## src/rtl/vga_timing_pkg.sv

```systemverilog
// Shared VGA timing constants and the coordinate type used by the sync
// generator and by every drawing block downstream of it.
package vga_timing_pkg;

  localparam int unsigned COORD_W = 10;
  typedef logic [COORD_W-1:0] coord_t;

  function automatic int unsigned seg_total(input int unsigned vis, input int unsigned fp,
                                            input int unsigned sync, input int unsigned bp);
    return vis + fp + sync + bp;
  endfunction

  // 640x480 @ 60 Hz
  localparam int unsigned DEF_H_VISIBLE = 640;
  localparam int unsigned DEF_H_FP      = 16;
  localparam int unsigned DEF_H_SYNC    = 96;
  localparam int unsigned DEF_H_BP      = 48;
  localparam int unsigned DEF_V_VISIBLE = 480;
  localparam int unsigned DEF_V_FP      = 10;
  localparam int unsigned DEF_V_SYNC    = 2;
  localparam int unsigned DEF_V_BP      = 33;

  localparam int unsigned DEF_H_TOTAL = seg_total(DEF_H_VISIBLE, DEF_H_FP, DEF_H_SYNC, DEF_H_BP);
  localparam int unsigned DEF_V_TOTAL = seg_total(DEF_V_VISIBLE, DEF_V_FP, DEF_V_SYNC, DEF_V_BP);

  localparam int unsigned DEF_H_SYNC_START = DEF_H_VISIBLE + DEF_H_FP;
  localparam int unsigned DEF_H_SYNC_END   = DEF_H_SYNC_START + DEF_H_SYNC;
  localparam int unsigned DEF_V_SYNC_START = DEF_V_VISIBLE + DEF_V_FP;
  localparam int unsigned DEF_V_SYNC_END   = DEF_V_SYNC_START + DEF_V_SYNC;

endpackage

```

## src/rtl/vga_axis_counter.sv

```systemverilog
// One axis of the raster: wrapping counter with carry-out, plus registered
// coordinate and sync decoded from the next-state count.
module vga_axis_counter
  import vga_timing_pkg::*;
#(
  parameter int unsigned VISIBLE     = DEF_H_VISIBLE,
  parameter int unsigned FP          = DEF_H_FP,
  parameter int unsigned SYNC        = DEF_H_SYNC,
  parameter int unsigned BP          = DEF_H_BP,
  parameter bit          SYNC_ACTIVE = 1'b0
) (
  input  logic   clk,
  input  logic   rst_n,
  input  logic   en,
  output logic   carry,
  output logic   vis_next,
  output coord_t coord,
  output logic   sync
);

  localparam int unsigned TOTAL = seg_total(VISIBLE, FP, SYNC, BP);
  localparam coord_t      LAST  = coord_t'(TOTAL - 1);
  // 11-bit bounds so a segment ending exactly at 1024 still decodes correctly
  localparam logic [COORD_W:0] VIS_END    = (COORD_W+1)'(VISIBLE);
  localparam logic [COORD_W:0] SYNC_START = (COORD_W+1)'(VISIBLE + FP);
  localparam logic [COORD_W:0] SYNC_END   = (COORD_W+1)'(VISIBLE + FP + SYNC);

  coord_t cnt;
  coord_t cnt_next;
  logic   sync_next;

  always_comb begin
    cnt_next = cnt;
    carry    = 1'b0;
    if (en) begin
      if (cnt == LAST) begin
        cnt_next = '0;
        carry    = 1'b1;
      end else begin
        cnt_next = cnt + coord_t'(1);
      end
    end
  end

  assign vis_next  = {1'b0, cnt_next} < VIS_END;
  assign sync_next = ({1'b0, cnt_next} >= SYNC_START && {1'b0, cnt_next} < SYNC_END)
                     ? SYNC_ACTIVE : ~SYNC_ACTIVE;

  // cnt parks on LAST in reset so the first enable lands on 0
  always_ff @(posedge clk or negedge rst_n) begin
    if (!rst_n) begin
      cnt   <= LAST;
      coord <= '0;
      sync  <= ~SYNC_ACTIVE;
    end else if (en) begin
      cnt   <= cnt_next;
      coord <= cnt_next;
      sync  <= sync_next;
    end
  end

endmodule

```

## src/rtl/vga_sync_gen.sv

```systemverilog
// VGA raster timing generator: pixel-rate divider, horizontal/vertical axis
// counters and frame_start, all outputs registered on the same edge.
module vga_sync_gen
  import vga_timing_pkg::*;
#(
  parameter int unsigned CLK_DIV     = 2,
  parameter int unsigned H_VISIBLE   = DEF_H_VISIBLE,
  parameter int unsigned H_FP        = DEF_H_FP,
  parameter int unsigned H_SYNC      = DEF_H_SYNC,
  parameter int unsigned H_BP        = DEF_H_BP,
  parameter int unsigned V_VISIBLE   = DEF_V_VISIBLE,
  parameter int unsigned V_FP        = DEF_V_FP,
  parameter int unsigned V_SYNC      = DEF_V_SYNC,
  parameter int unsigned V_BP        = DEF_V_BP,
  parameter bit          SYNC_ACTIVE = 1'b0
) (
  input  logic         clk,
  input  logic         rst_n,
  output logic         pix_tick,
  output logic         h_sync,
  output logic         v_sync,
  output logic         video_on,
  output logic [9:0]   pixel_col,
  output logic [9:0]   pixel_row,
  output logic         frame_start
);

  localparam int unsigned      DIV_W    = (CLK_DIV > 1) ? $clog2(CLK_DIV) : 1;
  localparam logic [DIV_W-1:0] DIV_LAST = DIV_W'(CLK_DIV - 1);

  logic [DIV_W-1:0] div_cnt;
  logic             tick;
  logic             h_carry;
  logic             v_carry;
  logic             h_vis_next;
  logic             v_vis_next;

  assign tick = (div_cnt == DIV_LAST);

  vga_axis_counter #(
    .VISIBLE(H_VISIBLE), .FP(H_FP), .SYNC(H_SYNC), .BP(H_BP), .SYNC_ACTIVE(SYNC_ACTIVE)
  ) u_h (
    .clk(clk), .rst_n(rst_n), .en(tick),
    .carry(h_carry), .vis_next(h_vis_next), .coord(pixel_col), .sync(h_sync)
  );

  vga_axis_counter #(
    .VISIBLE(V_VISIBLE), .FP(V_FP), .SYNC(V_SYNC), .BP(V_BP), .SYNC_ACTIVE(SYNC_ACTIVE)
  ) u_v (
    .clk(clk), .rst_n(rst_n), .en(h_carry),
    .carry(v_carry), .vis_next(v_vis_next), .coord(pixel_row), .sync(v_sync)
  );

  // v_carry only fires alongside h_carry, i.e. exactly when the count enters (0,0)
  always_ff @(posedge clk or negedge rst_n) begin
    if (!rst_n) begin
      div_cnt     <= '0;
      pix_tick    <= 1'b0;
      video_on    <= 1'b0;
      frame_start <= 1'b0;
    end else begin
      div_cnt     <= tick ? '0 : div_cnt + DIV_W'(1);
      pix_tick    <= tick;
      frame_start <= v_carry;
      if (tick) video_on <= h_vis_next & v_vis_next;
    end
  end

endmodule

```

## config.mk

```make
export PLATFORM = sky130hd
export DESIGN_NAME = vga_sync_gen
export DESIGN_NICKNAME = d
export VERILOG_FILES = /design/src/rtl/vga_timing_pkg.sv /design/src/rtl/vga_axis_counter.sv /design/src/rtl/vga_sync_gen.sv
export SDC_FILE = /design/constraint.sdc
export NUM_CORES = 1
export LEC_CHECK = 0
export BUFFER_PORTS_ARGS = -buffer_cell sky130_fd_sc_hd__buf_2
export CAP_MARGIN = 25
export CORE_MARGIN = 5
export CORE_UTILIZATION = 51
export CTS_BUF_LIST = sky130_fd_sc_hd__clkbuf_4 sky130_fd_sc_hd__clkbuf_8
export DETAILED_ROUTE_END_ITERATION = 16
export PLACE_DENSITY = 0.72
export SYNTH_ARGS = -nofsm -noshare
export SYNTH_HDL_FRONTEND = slang
export SYNTH_SLANG_ARGS = --single-unit
```

## constraint.sdc

```tcl
create_clock -name clk -period 6.77 [get_ports clk]
set_input_delay 0 -clock clk [delete_from_list [all_inputs] [get_ports clk]]
set_output_delay 0 -clock clk [all_outputs]
set_load 0.03 [all_outputs]
```

Word-level counts from Yosys, hierarchy flattened
Cells that the tools add are included.
{ "totals": {"ff_bits": 46, "input_bits": 2, "output_inout_bits": 25, "word_cells": 35} }
{ "op_classes": {"add_sub_neg": 3, "order_cmp": 6, "n_eq_ne": 2, "mux": 11, "bitwise_logic": 1, "n_reduce_logical": 2} }
{ "op_table": {"columns": ["operator", "n"], "rows": [
  ["10-bit 2-to-1 mux", 4],
  ["10-bit by 1-bit adder with 10-bit output (second input constant)", 2],
  ["10-bit equality test (second input constant)", 2],
  ["10-bit < comparator (second input constant)", 2],
  ["10-bit by 9-bit < comparator with 1-bit output (second input constant)", 2],
  ["10-bit greater-or-equal comparator (second input constant)", 1],
  ["10-bit by 9-bit greater-or-equal comparator with 1-bit output (second input constant)", 1],
  ["1-bit 2-to-1 mux", 7],
  ["1-bit logical AND", 2],
  ["1-bit adder (second input constant)", 1],
  ["1-bit bitwise AND", 1]
]} }

Longest topological paths before layout
{ "depth": {"ltp_word": 7, "ltp_mapped": 7, "ltp_nobuf": 7} }

Modules after synthesis
A second synthesis with hierarchy kept.
{ "hier_totals": {"hier_cells": 199, "area_unflattened_um2": 2034.5} }
{ "by_module_without_submodules": {"columns": ["mod", "instances", "cells_per_inst", "area_each_um2", "seq_area_each_um2"], "rows": [
  ["vga_axis_counter at u_h", 1, 94, 1013.5, 460.4],
  ["vga_axis_counter at u_v", 1, 97, 903.4, 355.3],
  ["vga_sync_gen", 1, 8, 117.6, 100.1]
]} }

Worst setup path after synthesis
Ideal clock, no wire load.
{ "synth_path": {"kind": "flip-flop to flip-flop", "from": "reg u_h.cnt[0]", "to": "reg video_on", "arrival_ns": 2.338, "setup_slack_ns": 4.303, "stages_incl_launch_ff": 7, "path_buffers": 0, "period_less_slack_ns": 2.467, "cell_sequence": "dfstp_2 > ha_1 > nand2_2 > or4b_4 > or4_4 > a221oi_2 > o41ai_1"} }
{ "synth_between": {"elab_chain_len": 6} }
{ "synth_rtl": {"columns": ["element", "line_no", "rtl"], "rows": [
  ["start: declaration", "vga_axis_counter.sv:28", "coord_t cnt;"],
  ["start signal: assignment", "vga_axis_counter.sv:56", "cnt <= cnt_next;"],
  ["parallel branches: the longest is 5 deep, another holds 10-bit by 1-bit adder with 10-bit output", null, null],
  ["1-bit bitwise AND *", "vga_sync_gen.sv:65", "if (tick) video_on <= h_vis_next & v_vis_next;"],
  ["end signal: assignment", "vga_sync_gen.sv:65", null],
  ["end: declaration", "vga_sync_gen.sv:22", "output logic video_on,"]
]} }
Mark *: on every way between the ends.
A chain may end at the register's enable or synchronous reset.

Worst setup path after layout
Same ends and word-level chain as after synthesis.

==> run_results.csv <==
group,metric,value,unit
routing,wl_met3,189,um
sta,fmax,0.360,GHz
status,status,"finished clean",
synthesis,synth_edf_count,0,
cts,cts_root_buffer,"clkbuf_8",
cts,clkSlewWorstSetupHoldPaths,0.07,ns
die,core,3610,um2
routing,ant_nets,0,
global_routing,grt_use_total,0.176,
pwr,ir_drop,0.116,mV
setup_path,r2r-start,"u_h.cnt[0]",
routing,met1Wirelength,1670,um
synthesis,yosys.area.top_type,"dfrtp_1",
global_routing,grt_pass1_wl,6990,um
routing,dr_wl_met2,1890,um
placed_design,io_buffers,26,
min_path,hp-class,"in2async",
synthesis,yosys-top-cells-area,"dfrtp_1 (32%), dfstp_2 (17%), buf_4 (4.4%)",
global_routing,grt_overflow,0,
sta,fin_crit,2.78,ns
cells_and_area,antennaDiodeCount,0,
cts,clock_path_buffers,2,
routing,top_layer_used,"met4",
die,fp.dieArea,4960,um2
cells_and_area,fillerInstances,331,
die,rows,22,
sta,finalSetupViolations,0,
sta,worst_slew_pin_slew,0.769,ns
setup_path,crit_path_start_kind,"flip-flop",
global_routing,grt_pass1_vias,1440,
cells_and_area,final_nets,209,
cells_and_area,drive_above_1_share,0.259,
die,initial_core_util,0.516,
setup_path,required,6.94,ns
synthesis,ys_seq_area_frac,0.492,
global_routing,antenna_found_initial,0,
synthesis,synthTopCellsByCount,"dfrtp_1 (24), nand2_1 (18), nand3_1 (15)",
synthesis,yosysWarningCount,0,
sta,slew_headroom,0.488,
setup_path,critPathLaunch,"u_h.cnt[0]",
routing,via_count,1436,
cts,clkLatencyLatePin,0.28,ns
placed_design,dpl.hpwl,2740,um
sta,rsz0062_at_grt,"false",
routing,drt_iter0_markers,106,
setup_path,critPathKind,"reg2reg",
synthesis,synth-seq-cells,36,
sta,skew,0.00745,ns
sta,slew_violations,0,
die,ios,27,
routing,wirelength,3810,um
routing,drc_errors,0,
pwr,p_leak,0.907,nW
sta,finalCritPeriodShare,0.410,
job,maxCapViolations,0,
routing,avgViaCountPerCell,5.68,
routing,dr.pass1.iters,4,
routing,wl_per_cell,15.0,um
placed_design,gp_congestion,0.848,
setup_path,cp.arrival,2.94,ns
setup_path,crit_path_max_fanout,13,
cts,cts_resized,0,
cts,numCtsBuffers,5,
synthesis,syn_nets,192,
die,die_h,70.4,um
synthesis,yosys.area.top_type_share,0.323,
synthesis,syn_inst,187,
setup_path,critPathCaptureType,"flip-flop",
synthesis,yosysMostFrequentCell,"dfrtp_1",
sta,final_hold_viol_count,0,
cts,cts_tree,"done",
cells_and_area,fin_util,0.569,
die,die_w,70.4,um
sta,finalSetupTns,0,ns
pwr,power.density,182,nW/um2
cts,htree_levels,2,
synthesis,ys.flop_type,"dfrtp_1",
cts,cts.sinks,36,
cells_and_area,syn_to_final_growth,10.2,%
synthesis,avgSynthCellArea,9.95,um2
synthesis,synth_area,1860,um2
synthesis,synth_cell_type_count,40,
global_routing,grt_start_max_net_pins,37,
synthesis,async_reset_ff_frac,1.00,
[placed cells by master (no fill, tap or decap), types with 5 or more instances in the layout]
master / instances
o21ai_0: 11
clkbuf_8: 5
xnor2_1: 8
dfstp_2: 12
nor3_1: 5
nand3_1: 15
nor2_1: 11
dfrtp_1: 24
a21oi_1: 5
buf_2: 26
xor2_1: 8
nand2_1: 18
inv_1: 8
[flip-flops by register name (all words and copies together), names as in the netlist]
| register | count |
|---|---|
| div_cnt | 1 |
| u_h.cnt | 10 |
| u_v.cnt | 10 |
| u_v.coord | 3 |
| video_on | 1 |
| u_h.coord | 7 |
| frame_start | 1 |
| pix_tick | 1 |
| u_v.sync | 1 |
| u_h.sync | 1 |
[critical path, cell delays in order (launching register included)]
cell	delay, ns
dfstp_2	0.57
ha_1	0.27
nand2_2	0.15
or4b_4	0.67
or4_4	0.56
a221oi_2	0.32
o41ai_1	0.12
[cells by family after synthesis]
family                   synth area share
AND/OR/NAND/NOR                     0.215
multiplexers                      0.00605
flip-flops                          0.492
buffers and inverters              0.0767
AO/OA/AOI/OAI                       0.114
XOR/XNOR                           0.0753
adder cells (fa/ha/maj)            0.0202
[metrics by stage]
step	cells	setup WS [ns]	cell area, um2	power (mW)	hold slack [ns]
after floorplan	187	4.30	1860	0.219	-0.296
after global placement	244	4.10	1950	0.224	0.113
after detailed placement	244	4.02	1950	0.224	0.124
after CTS	253	4.01	2050	0.378	0.347
after global routing	253	3.81	2050	0.392	0.432
final	253	3.99	2050	0.374	0.323
[report_power, final]
group          switching, mW  internal, mW  leakage, nW
logic                0.00391      0.000575        0.417
clock network         0.0738        0.0802       0.0491
registers                  0         0.215        0.442
total                 0.0777         0.296        0.907
[timing repair]
action | 4_1_cts | 5_1_grt
buffers inserted | 0 | 0
hold buffers | 1 | 0
endpoints found under the setup margin | 0 | 0
hold endpoints to repair | 24 | 0
[final cells by class]
class                   instances  area, um2  area share
flip-flops and latches         36        916       0.447
clock inverters                 1       5.00     0.00244
clock buffers                   7       83.8      0.0409
well taps                      48       60.1      0.0293
repair buffers                 28        148      0.0720
multi-input cells             125        808       0.394
inverters                       8       30.0      0.0146
[final timing paths]
path,to,slack [ns],depth (start not counted)
worst max-delay path,video_on,3.99,6
worst min-delay path,pix_tick,0.32,2
worst max register to register,video_on,3.99,6
worst min register to register,u_v.coord[9],0.47,2
max in group asynchronous,u_h.cnt[6],5.96,2
min in group clk,u_v.coord[9],0.47,2
[routing by layer]
| layer | up-vias | GRT usage |
|---|---|---|
| li1 | 691 | - |
| met1 | 701 | 0.216 |
| met2 | 36 | 0.301 |
| met3 | 8 | 0.0518 |
| met4 | 0 | 0.0447 |
| met5 | - | 0 |
(Power assumes the default switching activity.)
